## src/rtl/eae_seq_if.sv

```systemverilog
// eae_seq_if: handshake and data bundle between the CPU controller and the
// sequential EAE.
//   master (controller): drives start, abort, op, ac_in, mq_in, operand;
//                        observes busy, done, ac_out, mq_out, link_out, sc_out
//   slave  (eae_seq)   : the reverse
interface eae_seq_if #(
    parameter int WIDTH = 12,
    parameter int SCW   = $clog2(2*WIDTH)
);
    logic             start;
    logic             abort;
    logic [1:0]       op;
    logic [WIDTH-1:0] ac_in;
    logic [WIDTH-1:0] mq_in;
    logic [WIDTH-1:0] operand;
    logic             busy;
    logic             done;
    logic [WIDTH-1:0] ac_out;
    logic [WIDTH-1:0] mq_out;
    logic             link_out;
    logic [SCW-1:0]   sc_out;

    modport master (
        output start, abort, op, ac_in, mq_in, operand,
        input  busy, done, ac_out, mq_out, link_out, sc_out
    );

    modport slave (
        input  start, abort, op, ac_in, mq_in, operand,
        output busy, done, ac_out, mq_out, link_out, sc_out
    );
endinterface

```

## src/rtl/eae_seq.sv

```systemverilog
// eae_seq: iterative PDP-8 Extended Arithmetic Element (MUL, DVI, NMI) on an
// AC:MQ pair of WIDTH bits, one bit of work per clock.
// Ports:
//   clock   - rising-edge clock
//   resetN  - asynchronous active-low reset
//   bus     - eae_seq_if.slave: start/abort/op and operands in,
//             busy/done handshake and AC/MQ/link/SC results out
//
// state   | meaning
// --------+-----------------------------------------------------------
// IDLE    | waiting for start; DVI overflow resolved here directly
// MUL_RUN | shift-add multiply, WIDTH iterations
// DVI_RUN | restoring divide, WIDTH iterations
// NMI_RUN | normalise: test termination, else shift left and count
// DONE    | one-cycle done pulse, results already loaded
module eae_seq #(
    parameter int WIDTH = 12,
    parameter int SCW   = $clog2(2*WIDTH)
) (
    input  logic      clock,
    input  logic      resetN,
    eae_seq_if.slave  bus
);
    typedef enum logic [2:0] {IDLE, MUL_RUN, DVI_RUN, NMI_RUN, DONE} state_t;

    state_t           state;
    logic [WIDTH-1:0] ac, mq, opnd;
    logic [SCW-1:0]   cnt, sc;

    logic             busy_q, done_q, link_q;
    logic [WIDTH-1:0] ac_q, mq_q;
    logic [SCW-1:0]   sc_q;

    logic [WIDTH:0]   mul_sum;
    logic [WIDTH-1:0] mul_ac, mul_mq;
    logic [WIDTH:0]   dvi_rem;
    logic [WIDTH-1:0] dvi_ac, dvi_mq;
    logic             nmi_term, dvi_ovf, last_iter;

    always_comb begin
        // Multiply step: conditional add with carry, then {carry,ac,mq} >> 1.
        mul_sum = {1'b0, ac} + (mq[0] ? {1'b0, opnd} : '0);
        mul_ac  = mul_sum[WIDTH:1];
        mul_mq  = {mul_sum[0], mq[WIDTH-1:1]};

        // Divide step: the partial remainder needs WIDTH+1 bits because the
        // bit shifted out of AC still counts in the compare. The difference
        // always fits in WIDTH bits since the remainder stays below opnd.
        dvi_rem = {ac, mq[WIDTH-1]};
        if (dvi_rem >= {1'b0, opnd}) begin
            dvi_ac = dvi_rem[WIDTH-1:0] - opnd;
            dvi_mq = {mq[WIDTH-2:0], 1'b1};
        end else begin
            dvi_ac = dvi_rem[WIDTH-1:0];
            dvi_mq = {mq[WIDTH-2:0], 1'b0};
        end

        nmi_term  = (ac[WIDTH-1] != ac[WIDTH-2])
                 || ({ac, mq} == {2'b11, {(2*WIDTH-2){1'b0}}})
                 || ({ac, mq} == '0);
        // Covers divide by zero too: any ac_in >= 0.
        dvi_ovf   = bus.ac_in >= bus.operand;
        last_iter = (cnt == SCW'(WIDTH-1));
    end

    always_ff @(posedge clock or negedge resetN) begin
        if (!resetN) begin
            state  <= IDLE;
            ac     <= '0;
            mq     <= '0;
            opnd   <= '0;
            cnt    <= '0;
            sc     <= '0;
            busy_q <= 1'b0;
            done_q <= 1'b0;
            link_q <= 1'b0;
            ac_q   <= '0;
            mq_q   <= '0;
            sc_q   <= '0;
        end else if (bus.abort) begin
            // Result registers are deliberately left at the last completed op.
            state  <= IDLE;
            busy_q <= 1'b0;
            done_q <= 1'b0;
        end else begin
            case (state)
                IDLE: begin
                    done_q <= 1'b0;
                    if (bus.start) begin
                        ac   <= bus.ac_in;
                        mq   <= bus.mq_in;
                        opnd <= bus.operand;
                        cnt  <= '0;
                        sc   <= '0;
                        case (bus.op)
                            2'b00: begin
                                state  <= MUL_RUN;
                                busy_q <= 1'b1;
                            end
                            2'b01: begin
                                if (dvi_ovf) begin
                                    state  <= DONE;
                                    done_q <= 1'b1;
                                    ac_q   <= bus.ac_in;
                                    mq_q   <= bus.mq_in;
                                    link_q <= 1'b1;
                                    sc_q   <= '0;
                                end else begin
                                    state  <= DVI_RUN;
                                    busy_q <= 1'b1;
                                end
                            end
                            default: begin
                                // 11 is reserved and runs as NMI.
                                state  <= NMI_RUN;
                                busy_q <= 1'b1;
                            end
                        endcase
                    end
                end
                MUL_RUN: begin
                    ac  <= mul_ac;
                    mq  <= mul_mq;
                    cnt <= cnt + SCW'(1);
                    if (last_iter) begin
                        state  <= DONE;
                        busy_q <= 1'b0;
                        done_q <= 1'b1;
                        ac_q   <= mul_ac;
                        mq_q   <= mul_mq;
                        link_q <= 1'b0;
                        sc_q   <= '0;
                    end
                end
                DVI_RUN: begin
                    ac  <= dvi_ac;
                    mq  <= dvi_mq;
                    cnt <= cnt + SCW'(1);
                    if (last_iter) begin
                        state  <= DONE;
                        busy_q <= 1'b0;
                        done_q <= 1'b1;
                        ac_q   <= dvi_ac;
                        mq_q   <= dvi_mq;
                        link_q <= 1'b0;
                        sc_q   <= '0;
                    end
                end
                NMI_RUN: begin
                    if (nmi_term) begin
                        state  <= DONE;
                        busy_q <= 1'b0;
                        done_q <= 1'b1;
                        ac_q   <= ac;
                        mq_q   <= mq;
                        link_q <= 1'b0;
                        sc_q   <= sc;
                    end else begin
                        ac <= {ac[WIDTH-2:0], mq[WIDTH-1]};
                        mq <= {mq[WIDTH-2:0], 1'b0};
                        sc <= sc + SCW'(1);
                    end
                end
                DONE: begin
                    done_q <= 1'b0;
                    state  <= IDLE;
                end
                default: state <= IDLE;
            endcase
        end
    end

    assign bus.busy     = busy_q;
    assign bus.done     = done_q;
    assign bus.ac_out   = ac_q;
    assign bus.mq_out   = mq_q;
    assign bus.link_out = link_q;
    assign bus.sc_out   = sc_q;
endmodule

```

## src/flat_wrapper.sv

```systemverilog
// flat-port wrapper written by rule: the top's interface ports become plain ports
module eae_seq_flat 
#(
    parameter int WIDTH = 12,
    parameter int SCW   = $clog2(2*WIDTH)
)
  (clock, resetN, bus_start, bus_abort, bus_op, bus_ac_in, bus_mq_in, bus_operand, bus_busy, bus_done, bus_ac_out, bus_mq_out, bus_link_out, bus_sc_out);
  eae_seq_if #(.WIDTH(WIDTH), .SCW(SCW)) bus_i ();
  input  logic clock;
  input  logic resetN;
  input wire logic [$bits(bus_i.start)-1:0] bus_start;
  input wire logic [$bits(bus_i.abort)-1:0] bus_abort;
  input wire logic [$bits(bus_i.op)-1:0] bus_op;
  input wire logic [$bits(bus_i.ac_in)-1:0] bus_ac_in;
  input wire logic [$bits(bus_i.mq_in)-1:0] bus_mq_in;
  input wire logic [$bits(bus_i.operand)-1:0] bus_operand;
  output wire logic [$bits(bus_i.busy)-1:0] bus_busy;
  output wire logic [$bits(bus_i.done)-1:0] bus_done;
  output wire logic [$bits(bus_i.ac_out)-1:0] bus_ac_out;
  output wire logic [$bits(bus_i.mq_out)-1:0] bus_mq_out;
  output wire logic [$bits(bus_i.link_out)-1:0] bus_link_out;
  output wire logic [$bits(bus_i.sc_out)-1:0] bus_sc_out;
  assign bus_i.start = bus_start;
  assign bus_i.abort = bus_abort;
  assign bus_i.op = bus_op;
  assign bus_i.ac_in = bus_ac_in;
  assign bus_i.mq_in = bus_mq_in;
  assign bus_i.operand = bus_operand;
  assign bus_busy = bus_i.busy;
  assign bus_done = bus_i.done;
  assign bus_ac_out = bus_i.ac_out;
  assign bus_mq_out = bus_i.mq_out;
  assign bus_link_out = bus_i.link_out;
  assign bus_sc_out = bus_i.sc_out;
  eae_seq #(.WIDTH(WIDTH), .SCW(SCW)) u_core (.clock(clock), .resetN(resetN), .bus(bus_i));
endmodule
```

## config.mk

```make
export PLATFORM = sky130hd
export DESIGN_NAME = eae_seq_flat
export DESIGN_NICKNAME = d
export VERILOG_FILES = /design/src/rtl/eae_seq_if.sv /design/src/rtl/eae_seq.sv /design/src/flat_wrapper.sv
export SDC_FILE = /design/constraint.sdc
export NUM_CORES = 1
export LEC_CHECK = 0
export CAP_MARGIN = 25
export CORE_AREA = 2 2 157 159
export CTS_CLUSTER_DIAMETER = 200
export DETAILED_ROUTE_END_ITERATION = 8
export DIE_AREA = 0 0 159 161
export PLACE_DENSITY = 0.39
export SYNTH_ARGS = -nofsm -noshare
export SYNTH_HDL_FRONTEND = slang
export SYNTH_SLANG_ARGS = --single-unit
export TNS_END_PERCENT = 20
```

## constraint.sdc

```tcl
create_clock -name clock -period 3.1 [get_ports clock]
set_clock_uncertainty 0.2 [all_clocks]
set_input_delay 0.62 -clock clock [delete_from_list [all_inputs] [get_ports clock]]
set_output_delay 0.62 -clock clock [all_outputs]
set_load 0.03 [all_outputs]
```

== After elaboration in Yosys (flattened, before gate mapping) ==
Index checks and enable logic that the tools add are counted.

* Output and inout bits: 32
* Memory bits (read-only): 0
* Logic and storage cells: 118
* Latch bits: 0
* Register bits: 81
* Input bits: 42
* Memories: 0
* Memory bits (writable): 0

* Div/mod/pow operators: 0
* Equality and inequality tests: 20
* Multiplexer cells: 58
* Add/sub/neg operators: 4
* $mul: 0
* Bitwise operators: 1
* Shift-type cells: 0
* Reductions and logical operators: 21
* $lt $le $gt $ge: 2

{| class="wikitable"
|+ Operator list
! cell !! count
|-
| $mux W12 || 18
|-
| $pmux W12 S4 || 4
|-
| $mux W5 || 7
|-
| $eq A24 B24 Y1 const B || 1
|-
| $logic_not A24 Y1 || 1
|-
| $pmux W5 S2 || 2
|-
| $mux W1 || 16
|-
| $mux W3 || 5
|-
| $pmux W5 S3 || 1
|-
| $add A12 B13 Y13 || 1
|-
| $ge A13 B12 Y1 || 1
|-
| $ge A12 B12 Y1 || 1
|-
| $reduce_and A3 Y1 || 4
|-
| $sub A12 B12 Y12 || 1
|-
| $add A5 B1 Y5 const B || 2
|-
| $ne A2 B1 Y1 const B || 5
|-
| $pmux W3 S3 || 1
|-
| $reduce_and A4 Y1 || 2
|-
| $reduce_and A8 Y1 || 1
|-
| $reduce_bool A4 Y1 || 2
|-
| $reduce_and A7 Y1 || 1
|-
| $eq A3 B2 Y1 const B || 2
|-
| $ne A2 B2 Y1 const B || 3
|-
| $pmux W1 S3 || 2
|-
| 20 further kinds || 22
|}

== Longest topological paths before layout ==
* Word-level depth: 6
* Mapped depth: 12
* Gate-level depth less buffers: 11

== Worst setup path after synthesis ==
No wires, ideal clock.

* Kind: flip-flop to flip-flop
* Start point: reg u_core.mq[0]
* End point: reg u_core.ac[7]
* Data required time: 2.760 ns
* Cell stages (with the launch flop): 13
* Setup slack: 0.336 ns
* Arrival: 2.425 ns
* Buffers on the path: 1
* Path through: dfrtp_1 > clkbuf_1 > and2_1 > ha_1 > inv_1 > fa_1 > nand2b_1 > a21oi_1 > o21a_1 > nor2_2 > xnor2_1 > a222oi_1 > a31oi_1

* Longest elaborated chain between the ends: 5
* Elaborated cells between the ends (all ways): 9
* Classes of those cells: 1 x add/sub; 2 x eq/ne; 2 x mux; 4 x reduce/logical

{| class="wikitable"
|+ Ends and longest elaborated chain
! item !! line !! RTL
|-
| from (decl) || eae_seq.sv:27 || <nowiki>logic [WIDTH-1:0] ac, mq, opnd;</nowiki>
|-
| from (signal assigned) || eae_seq.sv:91 || <nowiki>mq <= bus.mq_in;</nowiki>
|-
| from (signal assigned) || eae_seq.sv:123 || <nowiki>mq <= mul_mq;</nowiki>
|-
| from (signal assigned) || eae_seq.sv:137 || <nowiki>mq <= dvi_mq;</nowiki>
|-
| branches (longest 5 deep; another with $add A12 B13 Y13) || - ||
|-
| to (signal assigned) || eae_seq.sv:90 || <nowiki>ac <= bus.ac_in;</nowiki>
|-
| to (signal assigned) || eae_seq.sv:122 || <nowiki>ac <= mul_ac;</nowiki>
|-
| to (signal assigned) || eae_seq.sv:136 || <nowiki>ac <= dvi_ac;</nowiki>
|-
| to (decl) || eae_seq.sv:27 ||
|}

Parallel ways; which one is timed is not known.
A chain may end at the register's enable or synchronous reset.

== Final worst setup path ==
* Start point: reg u_core.mq[11]
* End point: reg u_core.ac[10]

* Longest elaborated chain between the ends: 5
* Elaborated cells between the ends (all ways): 10
* Classes of those cells: 1 x add/sub; 1 x order compare; 2 x eq/ne; 2 x mux; 4 x reduce/logical

{| class="wikitable"
|+ Ends and longest elaborated chain
! item
|-
| branches (longest 5 deep; another with $sub A12 B12 Y12)
|}

Parallel ways; which one is timed is not known.

==> out/qor.csv <==
metric,value,unit
Die W,159,um
async set or reset register ratio after synthesis,100,%
Internal,3.72,mW
final-report hold violation count,0,
final WL,19.9,mm
dpl hpwl,15.4,mm
ys flop type,dfrtp_1,
Synth area leaders,"dfrtp_1 (36%), ha_1 (8.9%), nand2_1 (5.1%), a21oi_1 (4.2%), nor2_1 (4.1%)",
number of warnings issued by yosys,0,
layout cell share with drive strength beyond 1,16.0,%
crit-path max FO,3,
crit path from,u_core.mq[11],
Tot GR Track Use,15.7,%
RD Place Congestion,0.858,
clk root buf,clkbuf_16,
Worst-Margin Slew,0.622,ns
mean routed wirelength per cell,18.1,um
Max Slew Vio Count,0,
Die ar.,25600,um^2
Tcrit/Tclk final,96.0,%
Crit-path slowest cell,dfrtp_1,
dominant delay contributor by cell family on the critical path,compound AO/OA/AOI/OAI gates,
"FF+latch count, synth",81,
clk_lat worst skew,0.35,ns
P&R area growth vs syn,33.1,%
CP Data Required Time,3.12,ns
Die Ht,161,um
crit path to,u_core.ac[10],
FF-to-FF Start,u_core.mq[11],
Syn Std Cell Area,5640,um^2
Non-Filler Instances,1099,
Slew Limit Headroom,58.4,%
GRT overflow,0,
post-synth top area share,35.9,%
Critical Path AT,2.99,ns
"Reg clk slew, reported paths",0.07,ns
cell count after synthesis,650,
Inst Count DP,1081,
CTS Buf Count,9,
combinational share of power,56.9,%
Rows,57,
vias per cell,4.89,
Initial Util,23.6,%
result of the run,"finished, final reports clean",
Syn Nets,734,
# setup viols final,0,
Final Critical Period,2.97,ns
Synth cell types,77,
Flop pwr share,25.9,%
CP peak stage delay,0.38,ns
CP Buf/Inv Count,2,
# H-tree levels,3,
vias in the first global route,5521,
"area leader, netlist",dfrtp_1,
first-pass GRT wire length,31.2,mm
initial antenna violation count,0,
RSZ-0062 raised after global routing,yes,
hold buffers post-CTS,0,
Levels on crit path,11,
largest net degree at the start of global routing,47,
IO Pins,74,
FF-to-FF End,u_core.ac[10],
pwr dens,902,nW/um^2
CTS tree,built,
fin nets,854,
sequential area share after synthesis,35.9,%
fmax,336,MHz
Crit. End Element,flop,
leak pwr,3.22,nW
Pre-antenna DRT Iters,5,
P_sw,3.05,mW
vias after detailed routing,5371,
most frequent cell after synthesis,dfrtp_1,
syn avg cell area,8.68,um^2
"EDFF count, synth",0,
Core Footprint,24000,um^2
HP Class,input port to async pin,
reg2reg path depth,11,
switch share,45.1,%
CP cell instances,inv_1 > ha_1 > inv_1 > fa_2 > a211o_1 > a211oi_2 > o31ai_1 > a21oi_1 > xnor2_1 > a211oi_2 > a31oi_1,
# diodes,0,
critical path type,flop to flop,
Port Buf Inserts,73,
Clock power frac,17.2,%
Iteration-0 DRC Markers,343,
Synth top cells by count,"dfrtp_1 (81), nand2_1 (77), nor2_1 (61)",
VDD IR max,0.296,mV
Max clock buf depth,2,
CP startpoint kind,flop,
DR DRC count,0,
Min Hold Slack,0.0442,ns
Max-Cap Viols,0,
Detail Route Antenna Nets,0,
clk sinks,81,
R2R Setup Slk,0.13,ns
==> worst register-to-register path, cell delays in order (launching register included) <==
cell and delay (ns):
dfrtp_1 0.38, inv_1 0.08, ha_1 0.21, inv_1 0.07, fa_2 0.38, a211o_1 0.36
a211oi_2 0.29, o31ai_1 0.12, a21oi_1 0.19, xnor2_1 0.10, a211oi_2 0.33, a31oi_1 0.13
==> cell type report <==
cell class | count | area (um^2)
clock buffers | 9 | 225
clock inverters | 7 | 83.8
fillers | 2566 | 16500
inverters | 35 | 134
multi-input cells | 504 | 3390
flip-flops and latches | 81 | 2030
well taps | 324 | 405
repair buffers | 139 | 1240
==> cells by family after synthesis <==
kind of cell,share of synthesized area (%)
mux,1.97
compound gates,26.6
simple gates,18.6
fa+ha+maj,9.58
xor+xnor,2.48
flops,35.9
buf+inv,4.79
==> cells in the final DEF (no fill, tap or decap), types with 4 or more instances in the layout <==
| cell type | instances |
|---|---|
| a222oi_1 | 5 |
| a31oi_1 | 14 |
| nand3_1 | 12 |
| nor2_1 | 61 |
| nor4_1 | 5 |
| mux2_2 | 5 |
| clkbuf_16 | 9 |
| a21oi_1 | 45 |
| o21ai_0 | 28 |
| a211oi_1 | 4 |
| o21ai_1 | 15 |
| nand2_1 | 77 |
| buf_4 | 65 |
| and2_1 | 12 |
| a211oi_2 | 5 |
| mux2i_1 | 4 |
| xnor2_1 | 6 |
| dfrtp_1 | 80 |
| a221oi_1 | 10 |
| inv_1 | 33 |
| ha_1 | 40 |
| nor2b_1 | 5 |
| nor3_1 | 12 |
| o211ai_1 | 5 |
| clkdlybuf4s50_1 | 72 |
| nand2b_1 | 8 |
| and3_1 | 6 |
| o21a_1 | 10 |
| xor2_1 | 10 |
| nand4_1 | 6 |
| a22o_1 | 10 |
| a21o_1 | 9 |
==> sequential cells by signal, indices dropped and copies added (netlist names) <==
| register | cells |
|---|---|
| u_core.sc | 5 |
| u_core.opnd | 12 |
| u_core.bus.link_out | 1 |
| u_core.bus.done | 1 |
| u_core.bus.mq_out | 12 |
| u_core.state | 3 |
| u_core.cnt | 5 |
| u_core.mq | 12 |
| u_core.bus.busy | 1 |
| u_core.ac | 12 |
| u_core.bus.sc_out | 5 |
| u_core.bus.ac_out | 12 |
==> worst min path at each step <==
stage / endpoint / cells past startpoint
finish: u_core.bus.mq_out[8] / 1
global route: u_core.bus.mq_out[8] / 1
CTS: u_core.bus.mq_out[8] / 1
detailed placement: u_core.bus.sc_out[2] / 2
global placement: u_core.bus.mq_out[2] / 2
floorplan: u_core.ac[0] / 0
==> routing by layer <==
layer	vias to the layer above	global-route usage, %	part of all wire, %
met3	16	1.82	3.0
met1	2616	21.8	50
met2	113	25.3	45
li1	2626	-	-
met5	-	0	0
met4	0	5.12	1.5
==> through the flow <==
stage               setup TNS, ns  utilization, %  instance area (um^2)  power [mW]  setup slack, ns
CTS                       -0.0223            31.2                  7470        6.77          -0.0223
global route             -0.00310            31.3                  7510        7.27         -0.00310
detailed placement         -10.74            29.8                  7150        5.57           -0.442
floorplan                       0               -                  5640        4.18            0.336
global placement           -10.67            29.8                  7150        5.53           -0.427
finish                          0            31.3                  7510        6.77            0.125
==> what timing repair did <==
item,in CTS,in global routing
setup buffers,0,2
gates resized for setup,3,9
setup endpoints to repair,14,30
pin swaps,1,6
==> power groups by stage <==
stage / sequential [mW] / clock [mW] / combinational (mW)
global route: 1.81 / 1.23 / 4.23
finish: 1.75 / 1.16 / 3.86
detailed placement: 1.77 / 0 / 3.80
floorplan: 2.00 / 0 / 2.18
CTS: 1.75 / 1.19 / 3.83
global placement: 1.77 / 0 / 3.76
Note: power is estimated with default switching activity, not from simulation.
